==> config.mk <==
export PLATFORM = sky130hd
export DESIGN_NAME = adc_fsync_rx_mc
export DESIGN_NICKNAME = d
export VERILOG_FILES = /design/src/rtl/adc_fsync_rx_mc.sv
export SDC_FILE = /design/constraint.sdc
export NUM_CORES = 1
export LEC_CHECK = 0
export ABC_AREA = 0
export BUFFER_PORTS_ARGS = -buffer_cell sky130_fd_sc_hd__buf_4
export CELL_PAD_IN_SITES_DETAIL_PLACEMENT = 2
export CELL_PAD_IN_SITES_GLOBAL_PLACEMENT = 2
export CORE_UTILIZATION = 43
export CTS_CLUSTER_DIAMETER = 80
export CTS_CLUSTER_SIZE = 12
export DETAILED_ROUTE_END_ITERATION = 16
export GPL_TIMING_DRIVEN = 0
export HOLD_SLACK_MARGIN = 0.15
export MAX_ROUTING_LAYER = met4
export PLACE_DENSITY_LB_ADDON = 0.15
export SYNTH_ARGS = -nofsm -noshare
export SYNTH_HDL_FRONTEND = slang
export SYNTH_SLANG_ARGS = --single-unit
==> constraint.sdc <==
create_clock -name clk -period 3.8 [get_ports clk]
set_clock_uncertainty 0.05 [all_clocks]
set_input_delay 1.14 -clock clk [delete_from_list [all_inputs] [get_ports clk]]
set_output_delay 1.14 -clock clk [all_outputs]
set_load 0.005 [all_outputs]
==> src/rtl/adc_fsync_rx_mc.sv <==
`timescale 1ns/1ps
// adc_fsync_rx_mc
// Frame-sync serial ADC receiver for daisy-chained converters. Oversamples the
// sck/dout/fsync pins in the clk domain, deserialises each frame into CH words
// of DW data + SW status bits, buffers them and emits them on an AXI4-Stream
// master. Also drives the delayed ADC start pin and reports overflow, framing
// errors and clipping.
// Ports:
//   clk, rst_n          system clock, synchronous active-low reset
//   en                  capture enable (also gates the start delay counter)
//   sck, dout, fsync    asynchronous ADC pins
//   start               ADC START pin
//   m_axis_*            stream out; tuser = {status, channel index}
//   overflow, frame_err sticky error flags
//   drop_cnt            saturating count of words dropped on a full FIFO
//   clip                top two bits of the current tdata differ
module adc_fsync_rx_mc #(
  parameter int CH          = 4,
  parameter int DW          = 24,
  parameter int SW          = 8,
  parameter int FIFO_DEPTH  = 16,
  parameter int LAST_FRAMES = 10240,
  parameter int START_DLY   = 300,
  parameter int SYNC_STG    = 2,
  localparam int CW         = (CH > 1) ? $clog2(CH) : 1
) (
  input  logic             clk,
  input  logic             rst_n,
  input  logic             en,
  input  logic             sck,
  input  logic             dout,
  input  logic             fsync,
  output logic             start,
  output logic             m_axis_tvalid,
  input  logic             m_axis_tready,
  output logic [DW-1:0]    m_axis_tdata,
  output logic [SW+CW-1:0] m_axis_tuser,
  output logic             m_axis_tlast,
  output logic             overflow,
  output logic             frame_err,
  output logic [15:0]      drop_cnt,
  output logic             clip
);
  localparam int UW  = SW + CW;
  localparam int WW  = DW + SW;
  localparam int EW  = 1 + UW + DW;
  localparam int AW  = $clog2(FIFO_DEPTH);
  localparam int BW  = $clog2(WW + 1);
  localparam int FW  = (LAST_FRAMES > 1) ? $clog2(LAST_FRAMES) : 1;
  localparam int SDW = (START_DLY > 0) ? $clog2(START_DLY + 1) : 1;

  // ---- start delay ----
  logic [SDW-1:0] start_cnt;
  always_ff @(posedge clk) begin
    if (!rst_n)                                       start_cnt <= '0;
    else if (en && start_cnt != SDW'(START_DLY))      start_cnt <= start_cnt + 1'b1;
  end
  assign start = (start_cnt == SDW'(START_DLY));

  // ---- pin synchronisers: equal depth keeps the three pins aligned; the
  // extra top flop on sck/fsync is the previous value for edge detection ----
  logic [SYNC_STG:0]   sck_p, fs_p;
  logic [SYNC_STG-1:0] dout_p;
  always_ff @(posedge clk) begin
    if (!rst_n) begin
      sck_p <= '0; fs_p <= '0; dout_p <= '0;
    end else begin
      sck_p  <= {sck_p[SYNC_STG-1:0], sck};
      fs_p   <= {fs_p[SYNC_STG-1:0], fsync};
      dout_p <= {dout_p[SYNC_STG-2+1-1:0], dout} >> 0;
    end
  end
  logic sck_rise, fs_rise, dout_s;
  assign sck_rise = sck_p[SYNC_STG-1] & ~sck_p[SYNC_STG];
  assign fs_rise  = fs_p[SYNC_STG-1]  & ~fs_p[SYNC_STG];
  assign dout_s   = dout_p[SYNC_STG-1];

  // ---- frame FSM ----
  typedef enum logic {IDLE, CAPTURE} state_t;
  state_t state_q, state_d;

  logic [BW-1:0] bit_cnt;
  logic [CW-1:0] ch_cnt;
  logic [FW-1:0] frame_cnt;
  logic [WW-2:0] sr;
  logic [WW-1:0] sr_nxt;
  logic          bit_last, ch_last, push;

  assign sr_nxt   = {sr, dout_s};
  assign bit_last = (bit_cnt == BW'(WW - 1));
  assign ch_last  = (ch_cnt == CW'(CH - 1));

  always_ff @(posedge clk) begin
    if (!rst_n) state_q <= IDLE;
    else        state_q <= state_d;
  end

  always_comb begin
    state_d = state_q;
    push    = 1'b0;
    // fsync wins over a coincident sck rise: the frame restarts
    if (fs_rise) begin
      state_d = CAPTURE;
    end else if (state_q == CAPTURE && sck_rise && bit_last) begin
      push = 1'b1;
      if (ch_last) state_d = IDLE;
    end
  end

  always_ff @(posedge clk) begin
    if (!rst_n) begin
      bit_cnt <= '0; ch_cnt <= '0; frame_cnt <= '0; sr <= '0; frame_err <= 1'b0;
    end else if (fs_rise) begin
      bit_cnt <= '0;
      ch_cnt  <= '0;
      if (state_q == CAPTURE) frame_err <= 1'b1;
    end else if (state_q == CAPTURE && sck_rise) begin
      sr <= sr_nxt[WW-2:0];
      if (bit_last) begin
        bit_cnt <= '0;
        ch_cnt  <= ch_last ? '0 : ch_cnt + 1'b1;
        // frame counter frozen while capture is disabled
        if (ch_last && en)
          frame_cnt <= (frame_cnt == FW'(LAST_FRAMES - 1)) ? '0 : frame_cnt + 1'b1;
      end else begin
        bit_cnt <= bit_cnt + 1'b1;
      end
    end
  end

  // ---- word assembly ----
  logic [UW-1:0] push_user;
  logic [EW-1:0] push_entry;
  generate
    if (SW > 0) begin : g_status
      assign push_user = {sr_nxt[SW-1:0], ch_cnt};
    end else begin : g_nostatus
      assign push_user = ch_cnt;
    end
  endgenerate
  assign push_entry = {ch_last && frame_cnt == FW'(LAST_FRAMES - 1), push_user, sr_nxt[WW-1:SW]};

  // ---- output FIFO: the output register counts as one entry, so total
  // occupancy (cnt + tvalid) never exceeds FIFO_DEPTH ----
  logic [EW-1:0] mem [FIFO_DEPTH];
  logic [AW-1:0] wr_ptr, rd_ptr;
  logic [AW:0]   cnt, occ;
  logic          pop, load, full, acc, drop, bypass, wr, rd;

  assign pop    = m_axis_tvalid & m_axis_tready;
  assign load   = ~m_axis_tvalid | pop;
  assign occ    = cnt + (AW+1)'(m_axis_tvalid);
  assign full   = (occ == (AW+1)'(FIFO_DEPTH));
  assign acc    = push & en & (~full | pop);
  assign drop   = push & en & full & ~pop;
  assign bypass = acc & load & (cnt == '0);
  assign wr     = acc & ~bypass;
  assign rd     = load & (cnt != '0);

  always_ff @(posedge clk) begin
    if (wr) mem[wr_ptr] <= push_entry;
  end

  always_ff @(posedge clk) begin
    if (!rst_n) begin
      wr_ptr <= '0; rd_ptr <= '0; cnt <= '0;
      m_axis_tvalid <= 1'b0; m_axis_tdata <= '0; m_axis_tuser <= '0; m_axis_tlast <= 1'b0;
      overflow <= 1'b0; drop_cnt <= '0;
    end else begin
      if (wr) wr_ptr <= wr_ptr + 1'b1;
      if (rd) rd_ptr <= rd_ptr + 1'b1;
      cnt <= cnt + (AW+1)'(wr) - (AW+1)'(rd);
      if (rd) begin
        {m_axis_tlast, m_axis_tuser, m_axis_tdata} <= mem[rd_ptr];
        m_axis_tvalid <= 1'b1;
      end else if (bypass) begin
        {m_axis_tlast, m_axis_tuser, m_axis_tdata} <= push_entry;
        m_axis_tvalid <= 1'b1;
      end else if (pop) begin
        m_axis_tvalid <= 1'b0;
      end
      if (drop) begin
        overflow <= 1'b1;
        if (drop_cnt != 16'hFFFF) drop_cnt <= drop_cnt + 1'b1;
      end
    end
  end

  assign clip = m_axis_tdata[DW-1] ^ m_axis_tdata[DW-2];
endmodule

After elaboration in Yosys (flattened, before gate mapping). Memory sizes are Yosys's and may differ from the RTL's. A register that Yosys moved wholly into a read port is not among the register bits. Cells that the tools add are included.

Bitwise logic cells: 22. Muxes and demuxes: 21. Reductions and logical operators: 18. $add $sub $neg: 10. Equal/unequal tests: 7.

Operators by type and width (number): 2-to-1 mux 24 bit (2); 2-to-1 mux 10 bit (2); adder 16 x 1 -> 16 bit (second input constant) (1); != test 16 bit (second input constant) (1); adder 14 x 1 -> 14 bit (second input constant) (1); equality test 14 bit (second input constant) (1); 2-to-1 mux 14 bit (1); 2-to-1 mux 1 bit (12); bitwise AND 1 bit (11); adder 5 x 1 -> 5 bit (2); AND reduction 2 bit (5); adder 9 x 1 -> 9 bit (second input constant) (1); equality test 9 bit (second input constant) (1); != test 9 bit (second input constant) (1); adder 4 x 1 -> 4 bit (second input constant) (2); 2-to-1 mux 4 bit (2); inverter 1 bit (8); adder 6 x 1 -> 6 bit (second input constant) (1); equality test 6 x 5 -> 1 bit (second input constant) (1); 2-to-1 mux 6 bit (1); nonzero test 2 bit (3); equality test 5 bit (second input constant) (1); logical AND 1 bit (5); zero test 5 bit (1); other kinds (10) (11).

Register bits after elaboration: 138. Memory bits (writable): 560. Output and inout port bits: 56. Logic and storage cells: 98. Memories kept: 1.

Memories: mem (words 16, width 35, rd ports 1, clocked after Yosys merged registers in 1, write ports 1, line 145) `logic [EW-1:0] mem [FIFO_DEPTH];`.

Longest topological paths before layout.
Depth after elaboration: 14. Mapped depth: 16. Mapped depth without buffers: 15.

Worst setup path after synthesis. Ideal clock, no wire load.

Path type: input to register. From: input en. To: register cnt[4]. Path slack: 18 ps. Stages on the path: 14. Arrival: 3662 ps. Cells stage by stage: nand3_1 buf_1 a211o_4 nor2_2 buf_2 inv_1 ha_1 inv_1 ha_1 fa_1 a21oi_1 nor2_1 or3_1 a21oi_1.

Cells in the longest elaborated chain, start to end: 8.

RTL lines: from (decl) (line 29) `input logic en,`; bitwise AND 1 bit (*) (2 in a row) (line 154) `assign acc = push & en & (~full | pop);`; bitwise AND 1 bit (2 in a row) (line 156) `assign bypass = acc & load & (cnt == '0);`; inverter 1 bit (line 157) `assign wr = acc & ~bypass;`; bitwise AND 1 bit (*) (line 157); adder 5 x 1 -> 5 bit (*) (line 172) `cnt <= cnt + (AW+1)'(wr) - (AW+1)'(rd);`; subtractor 5 x 1 -> 5 bit (*) (line 172); to (signal assigned) (line 172); to (decl) (line 147) `logic [AW:0] cnt, occ;`.

Mark *: on every way between the ends. The rest lies on a longest branch, timed or not. A chain may end at the register's enable or synchronous reset.

Worst setup path in the final report.
From: register m_axis_tvalid. To: register cnt[4].

Cells in the longest elaborated chain, start to end: 11. Elaborated cells between the ends (all ways): 15. Classes of those cells: add/sub (3); eq/ne (1); bitwise (11).

RTL lines: from (decl) (line 34) `output logic m_axis_tvalid,`; from (signal assigned) (line 167) `m_axis_tvalid <= 1'b0; m_axis_tdata <= '0; m_axis_tuser <= '0; m_axis_tlast <= 1'b0;`; from (signal assigned) (line 175) `m_axis_tvalid <= 1'b1;`; from (signal assigned) (line 178) `m_axis_tvalid <= 1'b1;`; adder 5 x 1 -> 5 bit (line 152) `assign occ = cnt + (AW+1)'(m_axis_tvalid);`; equality test 5 bit (line 153) `assign full = (occ == (AW+1)'(FIFO_DEPTH));`; inverter 1 bit (line 154); bitwise OR 1 bit (line 154); bitwise AND 1 bit (line 154); bitwise AND 1 bit (2 in a row) (line 156); inverter 1 bit (line 157); bitwise AND 1 bit (line 157); adder 5 x 1 -> 5 bit (line 172); subtractor 5 x 1 -> 5 bit (*) (line 172).

Marks and branches as above.

==> results.json <==
{
  "p_switching_uw": 5357,
  "reg2reg_depth": 15,
  "worst_slew_pin_slew_ns": 1.378,
  "drv_cap": 0,
  "muxShareOfSynthArea_pct": 11.71,
  "hold_path_class": "register to register",
  "htreeDepth": 3,
  "finalSetupViolCount": 0,
  "yosysTopAreaCellShare_pct": 61.86,
  "seqCellArea_um2": 19660,
  "outcome": "finished, final reports clean",
  "coreArea_um2": 62050,
  "arrival_ns": 4.05,
  "reg2reg_slack_ns": 0.23,
  "nets": 1766,
  "cp_data_required_time_ns": 4.28,
  "die_h_um": 253.4,
  "fillers": 5599,
  "track_usage_pct": 27.33,
  "power_frac_seq_pct": 45.3,
  "ir_drop_v": 0.0003246,
  "die_x_um": 253.4,
  "clock_latency_ns": 0.62,
  "antenna_left": 0,
  "crit_path_end_kind": "register",
  "rsz0062_at_grt": "false",
  "ys.warnings.count": 0,
  "slew_viol_final": 0,
  "synth_nets": 1613,
  "grt_max_degree": 27,
  "grt_pass1_wl_um": 120300,
  "p_leak_uw": 0.01008,
  "routed_wl_um": 83480,
  "grt_pass1_vias": 17300,
  "synth_enable_flop_cells": 560,
  "syn_inst": 1584,
  "crit_end": "cnt[4]",
  "max_slew_margin_pct": 8.140,
  "row_count": 91,
  "first_pass_iters": 5,
  "fp.dieArea_um2": 64230,
  "cts_tree": "done",
  "initial_utilization_pct": 43.81,
  "drc": 0,
  "fin_area_um2": 31170,
  "p_comb_share_pct": 20.5,
  "netlist_area_um2": 27180,
  "clockBufferDepth": 3,
  "finalPower_uw": 18850,
  "hold_ws_ns": 0.3829,
  "antenna_found_initial": 1,
  "max_freq_mhz": 280.1,
  "min_period_ns": 3.570,
  "synth_compound_area_share_pct": 6.218,
  "synth_area_leaders": "edfxtp_1 (62%), mux4_2 (12%), dfxtp_1 (10%)",
  "dp_hpwl_um": 53010,
  "cts.sinks": 702,
  "vias": 15680,
  "viasPerCell": 5.961,
  "ios": 63,
  "area_growth_syn_to_layout_pct": 14.67,
  "synth-adder-area-share_pct": 1.040,
  "wl_per_cell_um": 31.74,
  "startpoint": "m_axis_tvalid",
  "synth-async-reset-ratio_pct": 0,
  "io_buffers": 62,
  "synth_top_family_by_area": "multiplexers",
  "synth_flop_cell": "edfxtp_1",
  "p_int_uw": 13490,
  "multiInputGateArea_um2": 7091,
  "synth-seq-cells": 702,
  "layout-drive-gt1-share_pct": 19.92,
  "yosysTopAreaCell": "edfxtp_1",
  "cts_buffers": 68,
  "path_class": "register to register",
  "gp_congestion": 0.7569,
  "synth_simple_gate_area_share_pct": 5.997,
  "cp-start-kind": "register",
  "dpl_cell_area_um2": 29120,
  "synth-xor-area-share_pct": 0.9665,
  "drtIter0Drc": 1505,
  "ys_types": 57,
  "finalHoldViolCount": 0,
  "cts_root_buf": "clkbuf_16",
  "r2r-end": "cnt[4]",
  "finalCritPeriodShare_pct": 93.95,
  "clockPowerShare_pct": 34.2,
  "p_sw_share_pct": 28.42,
  "p_per_area_nw_per_um2": 604.6,
  "seq_area_frac_synth_pct": 72.32,
  "overflow": 0,
  "crit_path_max_fanout": 10,
  "syn_area_per_cell_um2": 17.16,
  "r2r-start": "m_axis_tvalid",
  "clkTransAtPathRegs_ns": 0.06
}
==> per-layer routing <==
| layer | global-route usage [%] | vias to the layer above | wire (µm) |
|---|---|---|---|
| li1 | - | 6610 | - |
| met1 | 34.55 | 8473 | 34180 |
| met2 | 45.46 | 475 | 42860 |
| met3 | 4.091 | 120 | 4346 |
| met4 | 8.554 | 0 | 2089 |
| met5 | - | - | 0 |
==> critical path, cell delays in order, from the launching register on <==
cell       delay, ns
dfxtp_2         0.38
ha_1            0.21
ha_2            0.30
a2111oi_4       0.60
a211o_4         0.28
nor2_4          0.05
buf_6           0.16
inv_1           0.06
ha_1            0.13
inv_1           0.04
ha_1            0.21
fa_2            0.36
a21oi_1         0.13
nor2_1          0.06
or3_1           0.33
a21oi_1         0.13
==> cell usage after synthesis (7+ instances only) <==
cell type / n
o31ai_1: 9
clkbuf_1: 64
nor4_1: 8
or3_1: 7
nand3_1: 22
a22oi_1: 70
nor2_1: 41
nand2_1: 89
and2_1: 17
nor2b_1: 8
or4_1: 9
inv_1: 19
buf_2: 21
nand3b_1: 34
ha_1: 21
dfxtp_1: 142
a21oi_1: 159
and3_1: 26
edfxtp_1: 560
xor2_1: 13
nand2b_1: 8
nand4_1: 13
mux4_2: 140
o21ai_0: 11
xnor2_1: 17
==> registers in the layout, indices dropped and copies added, names as in the netlist, 4 cells and up, named ones only <==
name and flops:
mem 560, sr 31, m_axis_tdata 24, drop_cnt 16, frame_cnt 14, m_axis_tuser 10, start_cnt 9, bit_cnt 6
cnt 5, rd_ptr 4, wr_ptr 4
==> power groups by stage <==
stage / clock network, µW / registers (µW) / logic, µW
after detailed placement: 0 / 8710 / 3910
after CTS: 6560 / 8540 / 3940
after floorplan: 0 / 8670 / 2400
final: 6440 / 8540 / 3860
after global routing: 6760 / 8570 / 4140
after global placement: 0 / 8680 / 3750
==> cell usage in the layout, fill, tap and decap left out, types with 9 or more instances in the layout <==
cell type	count
or4_1	9
and3_1	10
mux4_2	140
buf_2	20
buf_4	69
a22oi_1	70
edfxtp_1	560
nand3b_1	34
o21ai_0	11
xor2_1	13
clkbuf_1	112
nor2_1	41
xnor2_1	17
a21oi_1	159
nand2_1	88
and3_2	17
o31ai_1	9
inv_1	19
buf_12	13
and2_1	17
nand3_1	22
ha_1	20
clkbuf_16	70
nand4_1	13
dfxtp_1	140
==> worst min path at each step <==
stage / start / to / slack (ns) / cells past startpoint
floorplan: dout_p[0] / dout_p[1] / 0.36 / 1
global placement: fs_p[0] / fs_p[1] / 0.37 / 1
detailed placement: fs_p[0] / fs_p[1] / 0.38 / 1
CTS: sck_p[0] / sck_p[1] / 0.39 / 1
global route: sck_p[0] / sck_p[1] / 0.43 / 1
finish: sck_p[0] / sck_p[1] / 0.38 / 1
==> what timing repair did <==
| action | CTS | global route |
|---|---|---|
| setup buffers | 1 | 2 |
| pin swaps | 2 | 1 |
| hold buffers | 0 | 0 |
| setup endpoints to repair | 1 | 1 |
| gates resized for setup | 5 | 5 |
==> layout make-up <==
class / count / share of cell area (%)
antenna: 1 / 0.008028
buffer: 93 / 1.321
inverter: 19 / 0.2288
timing repair buffer: 83 / 2.842
multi-input combinational: 770 / 22.75
sequential: 702 / 63.07
clock inverter: 6 / 0.1806
clock buffer: 119 / 6.241
tap: 837 / 3.360
==> cells by family (layout without fill, tap and decap cells) <==
kind of cell,Yosys count,in the layout
and+or+nand+nor,302,302
other,0,1
xor gates and xnor gates,30,30
buffers and inverters,112,320
DFF,702,702
adders and majority gates,22,22
muxes,143,143
AOI/OAI and AO/OA,273,273
==> stage by stage <==
step / setup WS [ns] / instances / TNS, ns / utilization [%]
6_report: 0.2298 / 2630 / 0 / 50.23
5_1_grt: 0.009873 / 2629 / 0 / 50.23
4_1_cts: 0.01401 / 2627 / 0 / 50.19
3_3_place_gp: -1.366 / 2483 / -646.02 / 46.25
2_1_floorplan: 0.01759 / 1584 / 0 / -
3_5_place_dp: -0.5941 / 2501 / -12.21 / 46.92
Power figures use the tool's default switching activity.
